File: src/rtl/axi_uart_lite_slave_pkg.sv
// Shared definitions for the UART Lite register map: register indices,
// status bit positions, AXI response codes, FSM state types and a status
// word packing helper.
package uart_lite_pkg;

   localparam logic [1:0] RX_FIFO = 2'd0;
   localparam logic [1:0] TX_FIFO = 2'd1;
   localparam logic [1:0] STAT    = 2'd2;
   localparam logic [1:0] CTRL    = 2'd3;

   localparam int unsigned STAT_RX_VALID = 0;
   localparam int unsigned STAT_RX_FULL  = 1;
   localparam int unsigned STAT_TX_EMPTY = 2;
   localparam int unsigned STAT_TX_FULL  = 3;
   localparam int unsigned STAT_OVERRUN  = 5;

   localparam logic [1:0] OKAY   = 2'b00;
   localparam logic [1:0] SLVERR = 2'b10;

   typedef enum logic [1:0] {W_IDLE, W_HAVE_A, W_HAVE_D, W_RESP} wr_state_t;
   typedef enum logic       {R_IDLE, R_RESP} rd_state_t;

   // Build the 32-bit status register word from the individual flags.
   function automatic logic [31:0] pack_status(input logic rx_valid, input logic rx_full,
                                               input logic tx_empty, input logic tx_full,
                                               input logic overrun);
      logic [31:0] s;
      s                = '0;
      s[STAT_RX_VALID] = rx_valid;
      s[STAT_RX_FULL]  = rx_full;
      s[STAT_TX_EMPTY] = tx_empty;
      s[STAT_TX_FULL]  = tx_full;
      s[STAT_OVERRUN]  = overrun;
      return s;
   endfunction

endpackage

File: src/rtl/axi_uart_lite_slave_if.sv
// AXI4-lite bus bundle for the UART Lite responder.
// Ports: AW/W/B/AR/R channel signals; master drives requests, slave responds.
interface axi_uart_lite_slave_if;
   logic        axi_awvalid;
   logic        axi_awready;
   logic [31:0] axi_awaddr;
   logic [2:0]  axi_awprot;
   logic        axi_wvalid;
   logic        axi_wready;
   logic [31:0] axi_wdata;
   logic [3:0]  axi_wstrb;
   logic        axi_bvalid;
   logic        axi_bready;
   logic [1:0]  axi_bresp;
   logic        axi_arvalid;
   logic        axi_arready;
   logic [31:0] axi_araddr;
   logic [2:0]  axi_arprot;
   logic        axi_rvalid;
   logic        axi_rready;
   logic [31:0] axi_rdata;
   logic [1:0]  axi_rresp;

   modport master (
      output axi_awvalid, axi_awaddr, axi_awprot, axi_wvalid, axi_wdata, axi_wstrb,
             axi_bready, axi_arvalid, axi_araddr, axi_arprot, axi_rready,
      input  axi_awready, axi_wready, axi_bvalid, axi_bresp, axi_arready,
             axi_rvalid, axi_rdata, axi_rresp
   );

   modport slave (
      input  axi_awvalid, axi_awaddr, axi_awprot, axi_wvalid, axi_wdata, axi_wstrb,
             axi_bready, axi_arvalid, axi_araddr, axi_arprot, axi_rready,
      output axi_awready, axi_wready, axi_bvalid, axi_bresp, axi_arready,
             axi_rvalid, axi_rdata, axi_rresp
   );
endinterface

File: src/rtl/axi_uart_lite_slave_byte_fifo.sv
// byte_fifo: synchronous first-word-fall-through byte FIFO.
// Ports: clk, rst (sync, active-high), i_push/i_push_data, i_pop, i_clear,
//        o_head (0 when empty), o_empty, o_full.
module byte_fifo #(
   parameter int unsigned DEPTH = 16
) (
   input  logic       clk,
   input  logic       rst,
   input  logic       i_push,
   input  logic [7:0] i_push_data,
   input  logic       i_pop,
   input  logic       i_clear,
   output logic [7:0] o_head,
   output logic       o_empty,
   output logic       o_full
);
   localparam int unsigned PW = $clog2(DEPTH);
   localparam int unsigned CW = PW + 1;

   logic [7:0]    r_mem [DEPTH];
   logic [PW-1:0] r_wptr;
   logic [PW-1:0] r_rptr;
   logic [CW-1:0] r_count;
   logic [CW-1:0] w_count_nxt;
   logic          r_empty;
   logic          r_full;
   logic          w_pop;
   logic          w_push;

   // Pop only when data exists; a push on a full FIFO succeeds only alongside a pop.
   always_comb begin
      w_pop       = i_pop && !r_empty;
      w_push      = i_push && (!r_full || w_pop);
      w_count_nxt = r_count;
      if (w_push && !w_pop)
         w_count_nxt = r_count + CW'(1);
      else if (!w_push && w_pop)
         w_count_nxt = r_count - CW'(1);
   end

   // Pointer/count/flag state; clear has priority over push and pop.
   always_ff @(posedge clk) begin
      if (rst || i_clear) begin
         r_wptr  <= '0;
         r_rptr  <= '0;
         r_count <= '0;
         r_empty <= 1'b1;
         r_full  <= 1'b0;
      end else begin
         if (w_push) r_wptr <= r_wptr + PW'(1);
         if (w_pop)  r_rptr <= r_rptr + PW'(1);
         r_count <= w_count_nxt;
         r_empty <= (w_count_nxt == '0);
         r_full  <= (w_count_nxt == CW'(DEPTH));
      end
   end

   // Storage array.
   always_ff @(posedge clk) begin
      if (w_push) r_mem[r_wptr] <= i_push_data;
   end

   assign o_head  = r_empty ? 8'h00 : r_mem[r_rptr];
   assign o_empty = r_empty;
   assign o_full  = r_full;
endmodule

File: src/rtl/axi_uart_lite_slave.sv
// AXI4-lite responder exposing the UART Lite register map (RX 0x0, TX 0x4,
// status 0x8, control 0xC) over a byte-stream PHY.
// Ports: clk, rst (sync, active-high), s_axi (AXI4-lite slave modport),
//        rx_in_valid/rx_in_data (PHY receive strobe), tx_out_valid/
//        tx_out_data/tx_out_ready (PHY transmit handshake).
// Build option: AXI_UART_SLAVE_SLVERR_EN returns SLVERR for unmapped accesses.
module axi_uart_lite_slave
   import uart_lite_pkg::*;
#(
   parameter int unsigned DEPTH    = 16,
   parameter int unsigned ADDR_LSB = 2
) (
   input  logic                       clk,
   input  logic                       rst,
   axi_uart_lite_slave_if.slave       s_axi,
   input  logic                       rx_in_valid,
   input  logic [7:0]                 rx_in_data,
   output logic                       tx_out_valid,
   output logic [7:0]                 tx_out_data,
   input  logic                       tx_out_ready
);
   wr_state_t   r_wstate, w_wstate_nxt;
   rd_state_t   r_rstate, w_rstate_nxt;
   logic [31:0] r_awaddr, r_wdata, r_rdata;
   logic [1:0]  r_bresp, r_rresp;
   logic        r_overrun;

   logic        w_awready, w_wready, w_wr_fire, w_wr_err;
   logic [31:0] w_wr_addr, w_wr_data;
   logic [1:0]  w_wr_idx;
   logic        w_tx_push, w_ctrl_wr, w_tx_clear, w_rx_clear;
   logic        w_arready, w_ar_fire, w_rd_err, w_rx_pop, w_stat_rd, w_ovr_set;
   logic [1:0]  w_rd_idx;
   logic [31:0] w_rd_data;
   logic [7:0]  w_rx_head;
   logic        w_rx_empty, w_rx_full, w_tx_empty, w_tx_full;
   logic        w_unused;

   // Write FSM state register.
   always_ff @(posedge clk) begin
      if (rst) r_wstate <= W_IDLE;
      else     r_wstate <= w_wstate_nxt;
   end

   // Write FSM next state: collect AW and W in either order, then respond.
   always_comb begin
      w_wstate_nxt = r_wstate;
      case (r_wstate)
         W_IDLE: begin
            if (s_axi.axi_awvalid && s_axi.axi_wvalid) w_wstate_nxt = W_RESP;
            else if (s_axi.axi_awvalid)                w_wstate_nxt = W_HAVE_A;
            else if (s_axi.axi_wvalid)                 w_wstate_nxt = W_HAVE_D;
         end
         W_HAVE_A: if (s_axi.axi_wvalid)  w_wstate_nxt = W_RESP;
         W_HAVE_D: if (s_axi.axi_awvalid) w_wstate_nxt = W_RESP;
         W_RESP:   if (s_axi.axi_bready)  w_wstate_nxt = W_IDLE;
         default:  w_wstate_nxt = W_IDLE;
      endcase
   end

   // Write FSM outputs: readies, and the action strobe with its effective address/data.
   always_comb begin
      w_awready = 1'b0;
      w_wready  = 1'b0;
      w_wr_fire = 1'b0;
      w_wr_addr = s_axi.axi_awaddr;
      w_wr_data = s_axi.axi_wdata;
      case (r_wstate)
         W_IDLE: begin
            w_awready = !rst;
            w_wready  = !rst;
            w_wr_fire = !rst && s_axi.axi_awvalid && s_axi.axi_wvalid;
         end
         W_HAVE_A: begin
            w_wready  = !rst;
            w_wr_fire = !rst && s_axi.axi_wvalid;
            w_wr_addr = r_awaddr;
         end
         W_HAVE_D: begin
            w_awready = !rst;
            w_wr_fire = !rst && s_axi.axi_awvalid;
            w_wr_data = r_wdata;
         end
         default: ;
      endcase
   end

   assign w_wr_idx = w_wr_addr[ADDR_LSB+1:ADDR_LSB];
   assign w_rd_idx = s_axi.axi_araddr[ADDR_LSB+1:ADDR_LSB];

`ifdef AXI_UART_SLAVE_SLVERR_EN
   assign w_wr_err = ((w_wr_addr & ~(32'(3) << ADDR_LSB)) != 32'h0) ||
                     (w_wr_idx == RX_FIFO) || (w_wr_idx == STAT);
   assign w_rd_err = ((s_axi.axi_araddr & ~(32'(3) << ADDR_LSB)) != 32'h0) ||
                     (w_rd_idx == TX_FIFO) || (w_rd_idx == CTRL);
`else
   assign w_wr_err = 1'b0;
   assign w_rd_err = 1'b0;
`endif

   assign w_tx_push  = w_wr_fire && !w_wr_err && (w_wr_idx == TX_FIFO);
   assign w_ctrl_wr  = w_wr_fire && !w_wr_err && (w_wr_idx == CTRL);
   assign w_tx_clear = w_ctrl_wr && w_wr_data[0];
   assign w_rx_clear = w_ctrl_wr && w_wr_data[1];

   // Capture whichever of AW/W arrives first, and the write response.
   always_ff @(posedge clk) begin
      if (w_awready && s_axi.axi_awvalid) r_awaddr <= s_axi.axi_awaddr;
      if (w_wready && s_axi.axi_wvalid)   r_wdata  <= s_axi.axi_wdata;
      if (rst)            r_bresp <= OKAY;
      else if (w_wr_fire) r_bresp <= w_wr_err ? SLVERR : OKAY;
   end

   // Read FSM state register.
   always_ff @(posedge clk) begin
      if (rst) r_rstate <= R_IDLE;
      else     r_rstate <= w_rstate_nxt;
   end

   // Read FSM next state.
   always_comb begin
      w_rstate_nxt = r_rstate;
      case (r_rstate)
         R_IDLE:  if (w_ar_fire) w_rstate_nxt = R_RESP;
         R_RESP:  if (s_axi.axi_rready) w_rstate_nxt = R_IDLE;
         default: w_rstate_nxt = R_IDLE;
      endcase
   end

   // Read FSM outputs and read-side effects (RX pop, status read).
   always_comb begin
      w_arready = (r_rstate == R_IDLE) && !rst;
      w_ar_fire = w_arready && s_axi.axi_arvalid;
      w_rx_pop  = w_ar_fire && !w_rd_err && (w_rd_idx == RX_FIFO) && !w_rx_empty;
      w_stat_rd = w_ar_fire && !w_rd_err && (w_rd_idx == STAT);
      w_rd_data = '0;
      if (!w_rd_err) begin
         case (w_rd_idx)
            RX_FIFO: w_rd_data = {24'h0, w_rx_head};
            STAT:    w_rd_data = pack_status(!w_rx_empty, w_rx_full, w_tx_empty,
                                             w_tx_full, r_overrun);
            default: w_rd_data = '0;
         endcase
      end
   end

   // Byte arriving on a full RX FIFO with no same-cycle pop is lost.
   assign w_ovr_set = rx_in_valid && w_rx_full && !w_rx_pop;

   // Read response registers and sticky overrun flag (set beats clear-on-read).
   always_ff @(posedge clk) begin
      if (rst) begin
         r_rdata   <= '0;
         r_rresp   <= OKAY;
         r_overrun <= 1'b0;
      end else begin
         if (w_ar_fire) begin
            r_rdata <= w_rd_data;
            r_rresp <= w_rd_err ? SLVERR : OKAY;
         end
         if (w_ovr_set)      r_overrun <= 1'b1;
         else if (w_stat_rd) r_overrun <= 1'b0;
      end
   end

   byte_fifo #(.DEPTH(DEPTH)) u_rx_fifo (
      .clk         (clk),
      .rst         (rst),
      .i_push      (rx_in_valid),
      .i_push_data (rx_in_data),
      .i_pop       (w_rx_pop),
      .i_clear     (w_rx_clear),
      .o_head      (w_rx_head),
      .o_empty     (w_rx_empty),
      .o_full      (w_rx_full)
   );

   byte_fifo #(.DEPTH(DEPTH)) u_tx_fifo (
      .clk         (clk),
      .rst         (rst),
      .i_push      (w_tx_push),
      .i_push_data (w_wr_data[7:0]),
      .i_pop       (tx_out_ready),
      .i_clear     (w_tx_clear),
      .o_head      (tx_out_data),
      .o_empty     (w_tx_empty),
      .o_full      (w_tx_full)
   );

   assign tx_out_valid      = !w_tx_empty;
   assign s_axi.axi_awready = w_awready;
   assign s_axi.axi_wready  = w_wready;
   assign s_axi.axi_bvalid  = (r_wstate == W_RESP);
   assign s_axi.axi_bresp   = r_bresp;
   assign s_axi.axi_arready = w_arready;
   assign s_axi.axi_rvalid  = (r_rstate == R_RESP);
   assign s_axi.axi_rdata   = r_rdata;
   assign s_axi.axi_rresp   = r_rresp;

   // Bus fields that carry no meaning for this register map.
   assign w_unused = ^{s_axi.axi_awprot, s_axi.axi_arprot, s_axi.axi_wstrb,
                       w_wr_addr, w_wr_data, s_axi.axi_araddr};
endmodule

File: src/flat_wrapper.sv
// flat-port wrapper written by rule: the top's interface ports become plain ports
module axi_uart_lite_slave_flat import uart_lite_pkg::*;
#(
   parameter int unsigned DEPTH    = 16,
   parameter int unsigned ADDR_LSB = 2
)
  (clk, rst, rx_in_valid, rx_in_data, tx_out_valid, tx_out_data, tx_out_ready, s_axi_axi_awvalid, s_axi_axi_awaddr, s_axi_axi_awprot, s_axi_axi_wvalid, s_axi_axi_wdata, s_axi_axi_wstrb, s_axi_axi_bready, s_axi_axi_arvalid, s_axi_axi_araddr, s_axi_axi_arprot, s_axi_axi_rready, s_axi_axi_awready, s_axi_axi_wready, s_axi_axi_bvalid, s_axi_axi_bresp, s_axi_axi_arready, s_axi_axi_rvalid, s_axi_axi_rdata, s_axi_axi_rresp);
  axi_uart_lite_slave_if s_axi_i ();
  input  logic clk;
  input  logic rst;
  input  logic rx_in_valid;
  input  logic [7:0] rx_in_data;
  output logic tx_out_valid;
  output logic [7:0] tx_out_data;
  input  logic tx_out_ready;
  input wire logic [$bits(s_axi_i.axi_awvalid)-1:0] s_axi_axi_awvalid;
  input wire logic [$bits(s_axi_i.axi_awaddr)-1:0] s_axi_axi_awaddr;
  input wire logic [$bits(s_axi_i.axi_awprot)-1:0] s_axi_axi_awprot;
  input wire logic [$bits(s_axi_i.axi_wvalid)-1:0] s_axi_axi_wvalid;
  input wire logic [$bits(s_axi_i.axi_wdata)-1:0] s_axi_axi_wdata;
  input wire logic [$bits(s_axi_i.axi_wstrb)-1:0] s_axi_axi_wstrb;
  input wire logic [$bits(s_axi_i.axi_bready)-1:0] s_axi_axi_bready;
  input wire logic [$bits(s_axi_i.axi_arvalid)-1:0] s_axi_axi_arvalid;
  input wire logic [$bits(s_axi_i.axi_araddr)-1:0] s_axi_axi_araddr;
  input wire logic [$bits(s_axi_i.axi_arprot)-1:0] s_axi_axi_arprot;
  input wire logic [$bits(s_axi_i.axi_rready)-1:0] s_axi_axi_rready;
  output wire logic [$bits(s_axi_i.axi_awready)-1:0] s_axi_axi_awready;
  output wire logic [$bits(s_axi_i.axi_wready)-1:0] s_axi_axi_wready;
  output wire logic [$bits(s_axi_i.axi_bvalid)-1:0] s_axi_axi_bvalid;
  output wire logic [$bits(s_axi_i.axi_bresp)-1:0] s_axi_axi_bresp;
  output wire logic [$bits(s_axi_i.axi_arready)-1:0] s_axi_axi_arready;
  output wire logic [$bits(s_axi_i.axi_rvalid)-1:0] s_axi_axi_rvalid;
  output wire logic [$bits(s_axi_i.axi_rdata)-1:0] s_axi_axi_rdata;
  output wire logic [$bits(s_axi_i.axi_rresp)-1:0] s_axi_axi_rresp;
  assign s_axi_i.axi_awvalid = s_axi_axi_awvalid;
  assign s_axi_i.axi_awaddr = s_axi_axi_awaddr;
  assign s_axi_i.axi_awprot = s_axi_axi_awprot;
  assign s_axi_i.axi_wvalid = s_axi_axi_wvalid;
  assign s_axi_i.axi_wdata = s_axi_axi_wdata;
  assign s_axi_i.axi_wstrb = s_axi_axi_wstrb;
  assign s_axi_i.axi_bready = s_axi_axi_bready;
  assign s_axi_i.axi_arvalid = s_axi_axi_arvalid;
  assign s_axi_i.axi_araddr = s_axi_axi_araddr;
  assign s_axi_i.axi_arprot = s_axi_axi_arprot;
  assign s_axi_i.axi_rready = s_axi_axi_rready;
  assign s_axi_axi_awready = s_axi_i.axi_awready;
  assign s_axi_axi_wready = s_axi_i.axi_wready;
  assign s_axi_axi_bvalid = s_axi_i.axi_bvalid;
  assign s_axi_axi_bresp = s_axi_i.axi_bresp;
  assign s_axi_axi_arready = s_axi_i.axi_arready;
  assign s_axi_axi_rvalid = s_axi_i.axi_rvalid;
  assign s_axi_axi_rdata = s_axi_i.axi_rdata;
  assign s_axi_axi_rresp = s_axi_i.axi_rresp;
  axi_uart_lite_slave #(.DEPTH(DEPTH), .ADDR_LSB(ADDR_LSB)) u_core (.clk(clk), .rst(rst), .s_axi(s_axi_i), .rx_in_valid(rx_in_valid), .rx_in_data(rx_in_data), .tx_out_valid(tx_out_valid), .tx_out_data(tx_out_data), .tx_out_ready(tx_out_ready));
endmodule
File: config.mk
export PLATFORM = sky130hd
export DESIGN_NAME = axi_uart_lite_slave_flat
export DESIGN_NICKNAME = d
export VERILOG_FILES = /design/src/rtl/axi_uart_lite_slave_pkg.sv /design/src/rtl/axi_uart_lite_slave_if.sv /design/src/rtl/axi_uart_lite_slave_byte_fifo.sv /design/src/rtl/axi_uart_lite_slave.sv /design/src/flat_wrapper.sv
export SDC_FILE = /design/constraint.sdc
export NUM_CORES = 1
export LEC_CHECK = 0
export CAP_MARGIN = 0
export CELL_PAD_IN_SITES_DETAIL_PLACEMENT = 1
export CELL_PAD_IN_SITES_GLOBAL_PLACEMENT = 2
export CORE_UTILIZATION = 37
export CTS_CLUSTER_SIZE = 10
export DETAILED_ROUTE_END_ITERATION = 12
export HOLD_SLACK_MARGIN = 0.08
export PLACE_DENSITY = 0.82
export SLEW_MARGIN = 40
export SYNTH_ARGS = -nofsm -noshare
export SYNTH_HDL_FRONTEND = slang
export SYNTH_HIERARCHICAL = 1
export SYNTH_SLANG_ARGS = --single-unit
export TNS_END_PERCENT = 20
File: constraint.sdc
create_clock -name clk -period 3.4 [get_ports clk]
set_clock_uncertainty 0.2 [all_clocks]
set_input_delay 0.68 -clock clk [delete_from_list [all_inputs] [get_ports clk]]
set_output_delay 0.68 -clock clk [all_outputs]
set_load 0.05 [all_outputs]
==> flow_summary_export.csv, run 1 <==
group,metric,value,unit
finish,n_antenna_cell,0,
power,p_leak,0.005073,µW
min_path,worst_hold_path.endpoint,"u_core/s_axi.axi_rdata[4]",
sta,setup_violations,0,
critical_path,critPathTopFamily,"multiplexers",
finish,area_delta_synth_final,18.56,%
die,ios,173,
critical_path,timing.rr.start,"u_core/r_wstate[1]",
power,p_per_area,611.9,nW/µm²
detailed_routing,route.detailed.drc,0,
die,fp.dieW,189.6,µm
clock_tree,cts_buffer_depth,3,
sta,hold_viol_final,0,
finish,fill_cells,3399,
finish,seq_area,8994,µm²
sta,rsz0062_at_grt,"yes",
critical_path,worst_setup_path_start_kind,"flop",
synth,syn_avg_cell_area,17.25,µm²
clock_tree,clock-sinks,316,
sta,holdWs,0.2561,ns
critical_path,worstSetupEndpointType,"output pin",
sta,fin_ws,0.02869,ns
clock_tree,clkLatencyLatePin,0.52,ns
place,dp_hpwl,18.17,mm
run,cap_violations,0,
critical_path,cp.depth,5,
power,p_seq_share,48.0,%
power,peakVddDrop,349.8,µV
run_status,outcome,"finished clean",
power,internal-power,7055,µW
synth,synth_cells,755,
finish,drive_gt1_share,24.52,%
critical_path,crit_fanout,7,
power,switchingPower,2392,µW
synth,yosys_warnings,6,
critical_path,slowest_delay,0.50,ns
finish,multi_input_area,3684,µm²
synth,synthArstFlopShare,0,%
synth,ys_seq_area_share,69.03,%
detailed_routing,routed_wl,27.35,mm
synth,synthTopCellsByArea,"edfxtp_1 61%, mux4_2 14%, dfxtp_1 7.7%, buf_4 2.0%, nor2_1 2.0%",
synth,synthDistinctLibCells,50,
clock_tree,htreeDepth,2,
synth,synth_top_area_share,61.34,%
sta,fmax,296.6,MHz
die,fp-row-count,68,
critical_path,path_buf_inv,2,
clock_tree,cts_tree,"built",
die,die_area,35950,µm²
die,core,34540,µm²
critical_path,arrival,2.49,ns
critical_path,worstPathCellList,"clkbuf_16, mux4_2, mux4_2, nor2b_1, buf_6",
place,portBuffers,50,
place,placedCellCount,1284,
sta,slew_headroom,57.24,%
clock_tree,root_buffer,"clkbuf_16",
critical_path,crit_top_cell,"mux4_2",
power,comb_power_share,16.1,%
die,start_util,37.70,%
finish,design_area,15440,µm²
global_routing,grt_first_pass_wirelength,42.47,mm
critical_path,crit_type,"flop to output pin",
sta,fin_crit_sh,99.16,%
detailed_routing,drt-initial-drc-count,382,
sta,worst_pin_slew,0.6405,ns
detailed_routing,ant_nets,0,
min_path,holdPathStages,2,
finish,fin_util,44.69,%
synth,ys_seq_elements,316,
detailed_routing,first_pass_iters,5,
min_path,hp-start,"u_core/s_axi.axi_rdata[4]",
global_routing,grt_max_degree,33,
critical_path,r2r_slack,0.19,ns
global_routing,grt_overflow,0,
finish,final_cell_mix,"266 x edfxtp_1, 80 x mux4_2, 68 x nor2_1",
global_routing,grt_pass1_vias,7358,
place,gp_congestion,0.7600,
synth,yosysTopAreaCell,"edfxtp_1",
clock_tree,numCtsBuffers,37,
power,p_sw_share,25.32,%
finish,final_common_cell,"edfxtp_1",
global_routing,grt_usage,15.60,%
synth,synth_flop_cell,"edfxtp_1",
critical_path,r2r-end,"u_core/u_tx_fifo/r_mem[1][7]",
synth,synth_edf_count,266,
global_routing,antenna_found_initial,0,
finish,final_cells,1340,
die,die_h,189.6,µm
critical_path,required,2.52,ns
synth,synth_area,13020,µm²
detailed_routing,vias_per_cell,5.020,
critical_path,cp_slowest_cell,"mux4_2",
detailed_routing,wl_per_cell,20.41,µm
clock_tree,clk_pin_slew_worst_paths,0.05,ns
min_path,min_path_type,"flop to flop",
place,placed_area,14290,µm²
finish,nets,1013,
detailed_routing,via_count,6727,
critical_path,reg2regPathDepth,10,
clock_tree,postCtsSetupBuffers,0,
place,place_ws,-0.1079,ns
sta,period_minus_slack,3.371,ns
power,pwr-share-clk,36.0,%
sta,slew_violations,0,
[cell families after synthesis]
kind of cell / after synthesis / synth area share, %
buffers and inverters: 78 / 3.526
multiplexers: 96 / 15.15
AO/OA/AOI/OAI: 43 / 2.200
other: 1 / 0.02880
XOR/XNOR: 20 / 1.345
adder cells (fa/ha/maj): 19 / 1.826
flip-flops: 316 / 69.03
AND/OR/NAND/NOR: 182 / 6.890
[sequential cells by signal, summed over array words and instances (netlist names), named ones only]
register                  cells
u_core/u_rx_fifo/r_mem      128
u_core/r_awaddr               2
u_core/s_axi.axi_rdata        8
u_core/u_tx_fifo/o_full       1
u_core/u_tx_fifo/r_rptr       4
u_core/s_axi.axi_rvalid       1
u_core/u_rx_fifo/r_wptr       4
u_core/u_tx_fifo/r_mem      128
u_core/u_rx_fifo/o_full       1
u_core/u_tx_fifo/o_empty      1
u_core/r_wdata                8
u_core/u_tx_fifo/r_count      5
u_core/u_rx_fifo/r_rptr       4
u_core/u_rx_fifo/o_empty      1
u_core/r_overrun              1
u_core/u_tx_fifo/r_wptr       4
u_core/u_rx_fifo/r_count      5
u_core/r_wstate               2
[layout make-up]
class / instances / share of cell area [%]
flip-flops and latches: 316 / 58.25
multi-input cells: 388 / 23.86
repair buffers: 113 / 7.245
clock buffers: 49 / 6.289
well taps: 455 / 3.687
inverters: 15 / 0.3647
clock inverters: 4 / 0.2999
[power groups by stage]
stage	Clock, µW	Sequential [µW]	Combinational (µW)
after floorplan	0	4560	1040
after global placement	0	4600	1420
after detailed placement	0	4600	1450
after CTS	3500	4530	1490
after global routing	3620	4550	1640
final	3400	4530	1520
[worst register-to-register path, cell delays in order (launching register included)]
cell and delay [ns]:
dfxtp_1 0.41, inv_1 0.09, ha_1 0.28, mux2_1 0.23, o21ai_1 0.05, or4_4 0.48
and2b_2 0.25, a21boi_2 0.27, nand2_1 0.17, nor3_1 0.22, buf_4 0.25
[per-stage QoR]
step / setup TNS, ns / power, µW
2_1_floorplan: 0 / 5594
3_3_place_gp: -0.7296 / 6013
3_5_place_dp: -3.268 / 6049
4_1_cts: 0 / 9515
5_1_grt: -0.04990 / 9813
6_report: 0 / 9447
[layer usage]
metal	wire (µm)	track usage, %	vias up
li1	-	-	3078
met1	11620	19.66	3494
met2	14260	27.67	119
met3	894	2.380	36
met4	574	4.653	0
met5	0	0	-
[worst max-delay path by stage]
stage / from / slack [ns] / endpoint
global route: flop / -0.01 / tx_out_data[3]
floorplan: u_core/r_wstate[1] / 0.05 / u_core/u_tx_fifo/r_mem[3][0]
finish: flop / 0.03 / tx_out_data[3]
global placement: s_axi_axi_wvalid / -0.05 / u_core/u_tx_fifo/o_full
CTS: flop / 0.004 / tx_out_data[0]
detailed placement: s_axi_axi_wvalid / -0.11 / u_core/u_tx_fifo/r_mem[1][4]
[synthesized netlist by cell type, types with 3 or more instances]
master    count
mux2_2        8
nor2_1       68
and3_1        3
a21oi_1      17
clkbuf_1     12
nand2_1      31
edfxtp_1    266
mux2i_1       7
buf_4        34
o21ai_0       7
buf_6         3
nand4_1       4
nor2b_1      20
nand2b_1      7
mux4_2       80
nand3_1       9
buf_1         8
a211oi_1      5
xor2_1       12
inv_1        15
buf_2         5
dfxtp_1      50
ha_1         19
nor3_1       13
and2_1        8
xnor2_1       8
nor3b_1       5
[repair_timing]
item,in CTS,in global routing
hold buffers,0,0
setup endpoints to repair,8,6
resized for setup,7,8
hold endpoints to repair,0,0
cloned,1,2
pin swaps,0,1
No activity file was read; power rests on OpenSTA's default activity.
==> run 2: changes to the inputs <==
Settings changed: ABC_AREA set to 1, CORE_UTILIZATION 37 to 33, PLACE_DENSITY 0.82 to 0.81.
==> flow_summary_export.csv, run 2 <==
group,metric,value,unit
die,die_area,42760,µm²
power,p_leak,0.005864,µW
finish,reg_top3,"u_core/u_rx_fifo/r_mem x128, u_core/u_tx_fifo/r_mem x128",
global_routing,grt_usage,16.85,%
synth,synth_flop_cell,"edfxtp_1",
detailed_routing,via_count,9500,
detailed_routing,wl_per_cell,18.23,µm
detailed_routing,first_pass_iters,6,
critical_path,arrival,2.48,ns
synth,syn_avg_cell_area,10.80,µm²
place,dp_hpwl,22.44,mm
detailed_routing,ant_nets,0,
critical_path,crit_fanout,57,
die,core,41110,µm²
sta,fin_ws,0.04175,ns
synth,yosys_warnings,6,
sta,worst_pin_slew,0.7959,ns
synth,yosysMostFrequentCell,"edfxtp_1",
synth,yosys.area_share.simple,16.62,%
synth,synth_edf_count,266,
place,portBuffers,50,
global_routing,grt_max_degree,58,
critical_path,slowest_delay,0.36,ns
synth,muxShareOfSynthArea,0,%
finish,final_common_cell,"edfxtp_1",
die,fp.dieW,206.8,µm
power,peakVddDrop,443.9,µV
critical_path,worst_setup_path_start_kind,"flop",
clock_tree,clock-sinks,316,
run_status,outcome,"finished clean",
synth,synth_cells,1281,
die,ios,173,
clock_tree,cts_tree,"built",
finish,nets,1511,
finish,area_delta_synth_final,16.78,%
synth,synth_area,13840,µm²
synth,synth_fa_ha_area_share,1.718,%
global_routing,antenna_found_initial,0,
clock_tree,clkLatencyLatePin,0.55,ns
synth,synth_top_area_share,57.71,%
die,start_util,33.67,%
clock_tree,postCtsHoldBufs,0,
sta,hold_viol_final,0,
global_routing,grt_pass1_vias,9779,
detailed_routing,route.detailed.drc,0,
clock_tree,numCtsBuffers,38,
critical_path,worstSetupEndpointType,"output pin",
critical_path,required,2.52,ns
clock_tree,postCtsSetupBuffers,0,
sta,slew_violations,0,
sta,setup_violations,0,
synth,synth_commonest_cells,"266 x edfxtp_1, 263 x nor2_1, 142 x nand2_1, 127 x o21ai_0, 76 x inv_1",
synth,synthArstFlopShare,0,%
detailed_routing,routed_wl,35.09,mm
synth,ys_seq_elements,316,
synth,synth_compound_area_share,9.808,%
sta,final.setup.tns,0,ns
sta,rsz0062_at_grt,"yes",
critical_path,crit_type,"flop to output pin",
die,fp-row-count,74,
finish,n_antenna_cell,0,
run,cap_violations,0,
min_path,min_path_type,"flop to flop",
clock_tree,clk_pin_slew_worst_paths,0.06,ns
synth,synthDistinctLibCells,34,
critical_path,worstPathCellList,"buf_12, inv_1, nor2_1, o21ai_0, nand3_1, nand3_1, a21oi_1, buf_12",
global_routing,grt_overflow,0,
power,p_per_area,634.1,nW/µm²
clock_tree,root_buffer,"clkbuf_16",
clock_tree,cts_buffer_depth,3,
finish,final_cell_mix,"266 x edfxtp_1, 263 x nor2_1, 142 x nand2_1",
synth,ys_seq_area_share,64.94,%
sta,fin_crit_sh,98.77,%
global_routing,grt_first_pass_wirelength,54.71,mm
place,gp_congestion,0.7704,
critical_path,cp_slowest_cell,"dfxtp_1",
synth,synth_top_family_by_area,"simple AND/OR/NAND/NOR gates",
sta,fmax,297.8,MHz
synth,synthTopCellsByArea,"edfxtp_1 58%, dfxtp_1 7.2%, nor2_1 7.1%, o21ai_0 4.6%, nand2_1 3.9%",
detailed_routing,vias_per_cell,4.935,
clock_tree,htreeDepth,2,
die,die_h,206.8,µm
sta,slew_headroom,46.77,%
synth,synthXorXnorAreaFrac,0,%
sta,period_minus_slack,3.358,ns
detailed_routing,drt-initial-drc-count,518,
synth,yosysTopAreaCell,"edfxtp_1",
place,place_ws,0.02113,ns
finish,drive_gt1_share,12.56,%
[run 2: path summary, 6_finish.rpt]
kind | startpoint | to | slack (ns) | cells past startpoint
max | flop | tx_out_data[3] | 0.04 | 8
min | u_core/u_rx_fifo/r_rptr[3] | u_core/u_rx_fifo/r_rptr[3] | 0.24 | 1
max reg2reg | u_core/r_wstate[0] | u_core/u_tx_fifo/r_wptr[2] | 0.67 | 11
min reg2reg | u_core/u_rx_fifo/r_rptr[3] | u_core/u_rx_fifo/r_rptr[3] | 0.24 | 1
[run 2: cell type report]
| type | count | area (µm²) |
|---|---|---|
| clock inverter | 5 | 46.29 |
| sequential | 316 | 8994 |
| tap | 532 | 665.6 |
| fill | 4568 | 24950 |
| multi-input combinational | 823 | 4021 |
| inverter | 87 | 339.1 |
| clock buffer | 59 | 1051 |
| timing repair buffer | 103 | 1046 |
[run 2: what timing repair did]
| item | 4_1_cts | 5_1_grt |
|---|---|---|
| endpoints found under the setup margin | 8 | 8 |
| endpoints found under the hold margin | 0 | 0 |
| gates resized for setup | 2 | 6 |
| gates cloned | 0 | 0 |
[run 2: report_power, final]
| group | switching (µW) | leakage [µW] | total, µW | internal [µW] |
|---|---|---|---|---|
| logic | 1380 | 0.00253 | 1990 | 612 |
| registers | 96.5 | 0.00281 | 4610 | 4510 |
| clock network | 1530 | 0.000527 | 3650 | 2120 |
[run 2: per-layer routing]
metal / part of all wire, % / up-vias / global-route usage (%)
met5: 0 / - / 0
met4: 1.8 / 0 / 4.771
met3: 3.6 / 54 / 2.826
met2: 49 / 170 / 27.96
met1: 46 / 4760 / 22.67
li1: - / 4516 / -
[run 2: worst max-delay path, delay by kind of cell, from the launching register on]
family                 cells  cell delay [ns]
buffers and inverters      3             0.69
AO/OA/AOI/OAI              2             0.45
AND/OR/NAND/NOR            3             0.37
flip-flops                 1             0.36
[run 2: kinds of logic after synthesis]
logic type               after synthesis
other                                  1
AND/OR/NAND/NOR                      530
AO/OA/AOI/OAI                        246
adder cells (fa/ha/maj)               19
flip-flops                           316
buffers and inverters                169
[run 2: metrics by stage]
step / std cells / util, % / hold slack (ns) / instance area, µm² / power (µW)
2_1_floorplan: 1308 / - / 0.2120 / 13940 / 5966
6_report: 1925 / 39.32 / 0.2384 / 16160 / 10250
4_1_cts: 1925 / 39.27 / 0.2400 / 16140 / 10350
5_1_grt: 1925 / 39.32 / 0.2513 / 16160 / 10700
3_5_place_dp: 1861 / 36.58 / 0.2301 / 15040 / 6669
3_3_place_gp: 1861 / 36.58 / 0.2217 / 15040 / 6608
==> run 3: changes to the inputs <==
Settings changed: CELL_PAD_IN_SITES_DETAIL_PLACEMENT 1 to unset, CELL_PAD_IN_SITES_GLOBAL_PLACEMENT 2 to unset, CORE_UTILIZATION 33 to 40, CTS_CLUSTER_SIZE 10 to 25, PLACE_DENSITY 0.81 to 0.68.
==> flow_summary_export.csv, run 3 (synthesis gave the netlist of run 2 again) <==
group,metric,value,unit
sta,rsz0062_at_grt,"no",
clock_tree,htreeDepth,2,
critical_path,worstSetupEndpointType,"output pin",
sta,hold_viol_final,0,
min_path,min_path_type,"flop to flop",
finish,final_common_cell,"edfxtp_1",
die,die_area,35350,µm²
critical_path,arrival,2.32,ns
power,p_per_area,626.1,nW/µm²
clock_tree,cts_buffer_depth,3,
die,fp-row-count,67,
detailed_routing,drt-initial-drc-count,775,
clock_tree,clk_pin_slew_worst_paths,0.06,ns
place,placed_area,14940,µm²
die,start_util,40.97,%
finish,nets,1506,
global_routing,grt_pass1_vias,8965,
power,peakVddDrop,384.3,µV
place,dp_hpwl,19.76,mm
global_routing,grt_first_pass_wirelength,48.48,mm
sta,fin_crit_sh,94.16,%
detailed_routing,first_pass_iters,5,
finish,drive_gt1_share,12.81,%
detailed_routing,vias_per_cell,5.124,
sta,period_minus_slack,3.201,ns
die,ios,173,
clock_tree,postCtsHoldBufs,0,
run,cap_violations,0,
place,place_ws,0.1409,ns
global_routing,antenna_found_initial,1,
finish,design_area,16030,µm²
sta,setup_violations,0,
finish,fill_cells,2956,
finish,multi_input_area,4013,µm²
sta,final.setup.tns,0,ns
finish,seq_area,8994,µm²
place,gp_congestion,0.8212,
sta,fmax,312.4,MHz
die,core,33780,µm²
run_status,outcome,"finished clean",
clock_tree,cts_tree,"built",
finish,reg_top3,"u_core/u_rx_fifo/r_mem x128, u_core/u_tx_fifo/r_mem x128",
die,fp.dieW,188.0,µm
global_routing,grt_max_degree,58,
die,die_h,188.0,µm
detailed_routing,via_count,9418,
critical_path,crit_fanout,57,
finish,final_cell_mix,"266 x edfxtp_1, 263 x nor2_1, 142 x nand2_1",
critical_path,required,2.52,ns
sta,worst_pin_slew,0.7510,ns
clock_tree,numCtsBuffers,35,
detailed_routing,route.detailed.drc,0,
critical_path,worst_setup_path_start_kind,"flop",
critical_path,crit_type,"flop to output pin",
detailed_routing,ant_nets,0,
power,p_leak,0.005877,µW
global_routing,grt_usage,17.50,%
sta,holdWs,0.2456,ns
sta,slew_headroom,49.86,%
sta,slew_violations,0,
clock_tree,root_buffer,"clkbuf_16",
power,finalPower,10040,µW
detailed_routing,wl_per_cell,16.59,µm
place,portBuffers,50,
finish,area_delta_synth_final,15.84,%
detailed_routing,routed_wl,30.50,mm
global_routing,grt_overflow,0,
clock_tree,postCtsSetupBuffers,0,
sta,fin_ws,0.1987,ns
clock_tree,clkLatencyLatePin,0.51,ns
clock_tree,clock-sinks,316,
## run 3: cell types whose count changed in the layout (fill, tap and decap cells not counted), moves of 3 or more
cell,previous run,this run
clkbuf_1,20,8
clkbuf_8,0,4
a21oi_1,57,60
clkinv_2,2,8
buf_4,50,47
a21oi_2,5,2
## run 3: final cells by class
cell class | count | area share (%)
timing repair buffer | 101 | 6.508
sequential | 316 | 56.09
antenna | 1 | 0.01561
tap | 448 | 3.496
clock inverter | 13 | 0.4370
clock buffer | 49 | 6.306
multi-input combinational | 823 | 25.03
inverter | 87 | 2.115
## run 3: layer usage
metal	GRT usage (%)	up-vias	part of all wire (%)
li1	-	4516	-
met1	23.22	4500	43
met2	28.43	348	48
met3	2.938	54	6.4
met4	7.161	0	2.8
met5	0	-	0
## run 3: where the power goes
part | leakage (µW) | internal, µW | total [µW] | switching (µW)
Clock | 0.000536 | 2080 | 3530 | 1450
Combinational | 0.00253 | 606 | 1930 | 1320
Sequential | 0.00281 | 4510 | 4580 | 76.6
## run 3: worst paths after layout
kind                              startpoint                    endpoint  slack [ns]  depth (start not counted)
setup / recovery                        flop              tx_out_data[2]        0.20                          8
hold / removal    u_core/u_rx_fifo/r_rptr[3]                        flop        0.25                          1
setup reg to reg          u_core/r_wstate[0]  u_core/u_rx_fifo/r_wptr[2]        0.73                         11
hold reg to reg   u_core/u_rx_fifo/r_rptr[3]                        flop        0.25                          1
## run 3: worst max-delay path, stage by stage (launching register included)
cell and delay (ns):
dfxtp_1 0.35, buf_12 0.25, inv_1 0.25, nor2_1 0.15, o21ai_0 0.09, nand3_1 0.13
nand3_1 0.10, a21oi_1 0.28, buf_12 0.18
## run 3: through the flow
| stage | utilization, % | std cells |
|---|---|---|
| final | 47.46 | 1838 |
| after global routing | 47.46 | 1838 |
| after CTS | 47.41 | 1837 |
| after detailed placement | 44.21 | 1775 |
| after global placement | 44.21 | 1775 |
| after floorplan | - | 1308 |
## run 3: timing repair
action,in CTS,in global routing
resized for setup,0,4
setup endpoints to repair,0,2
hold endpoints to repair,0,0
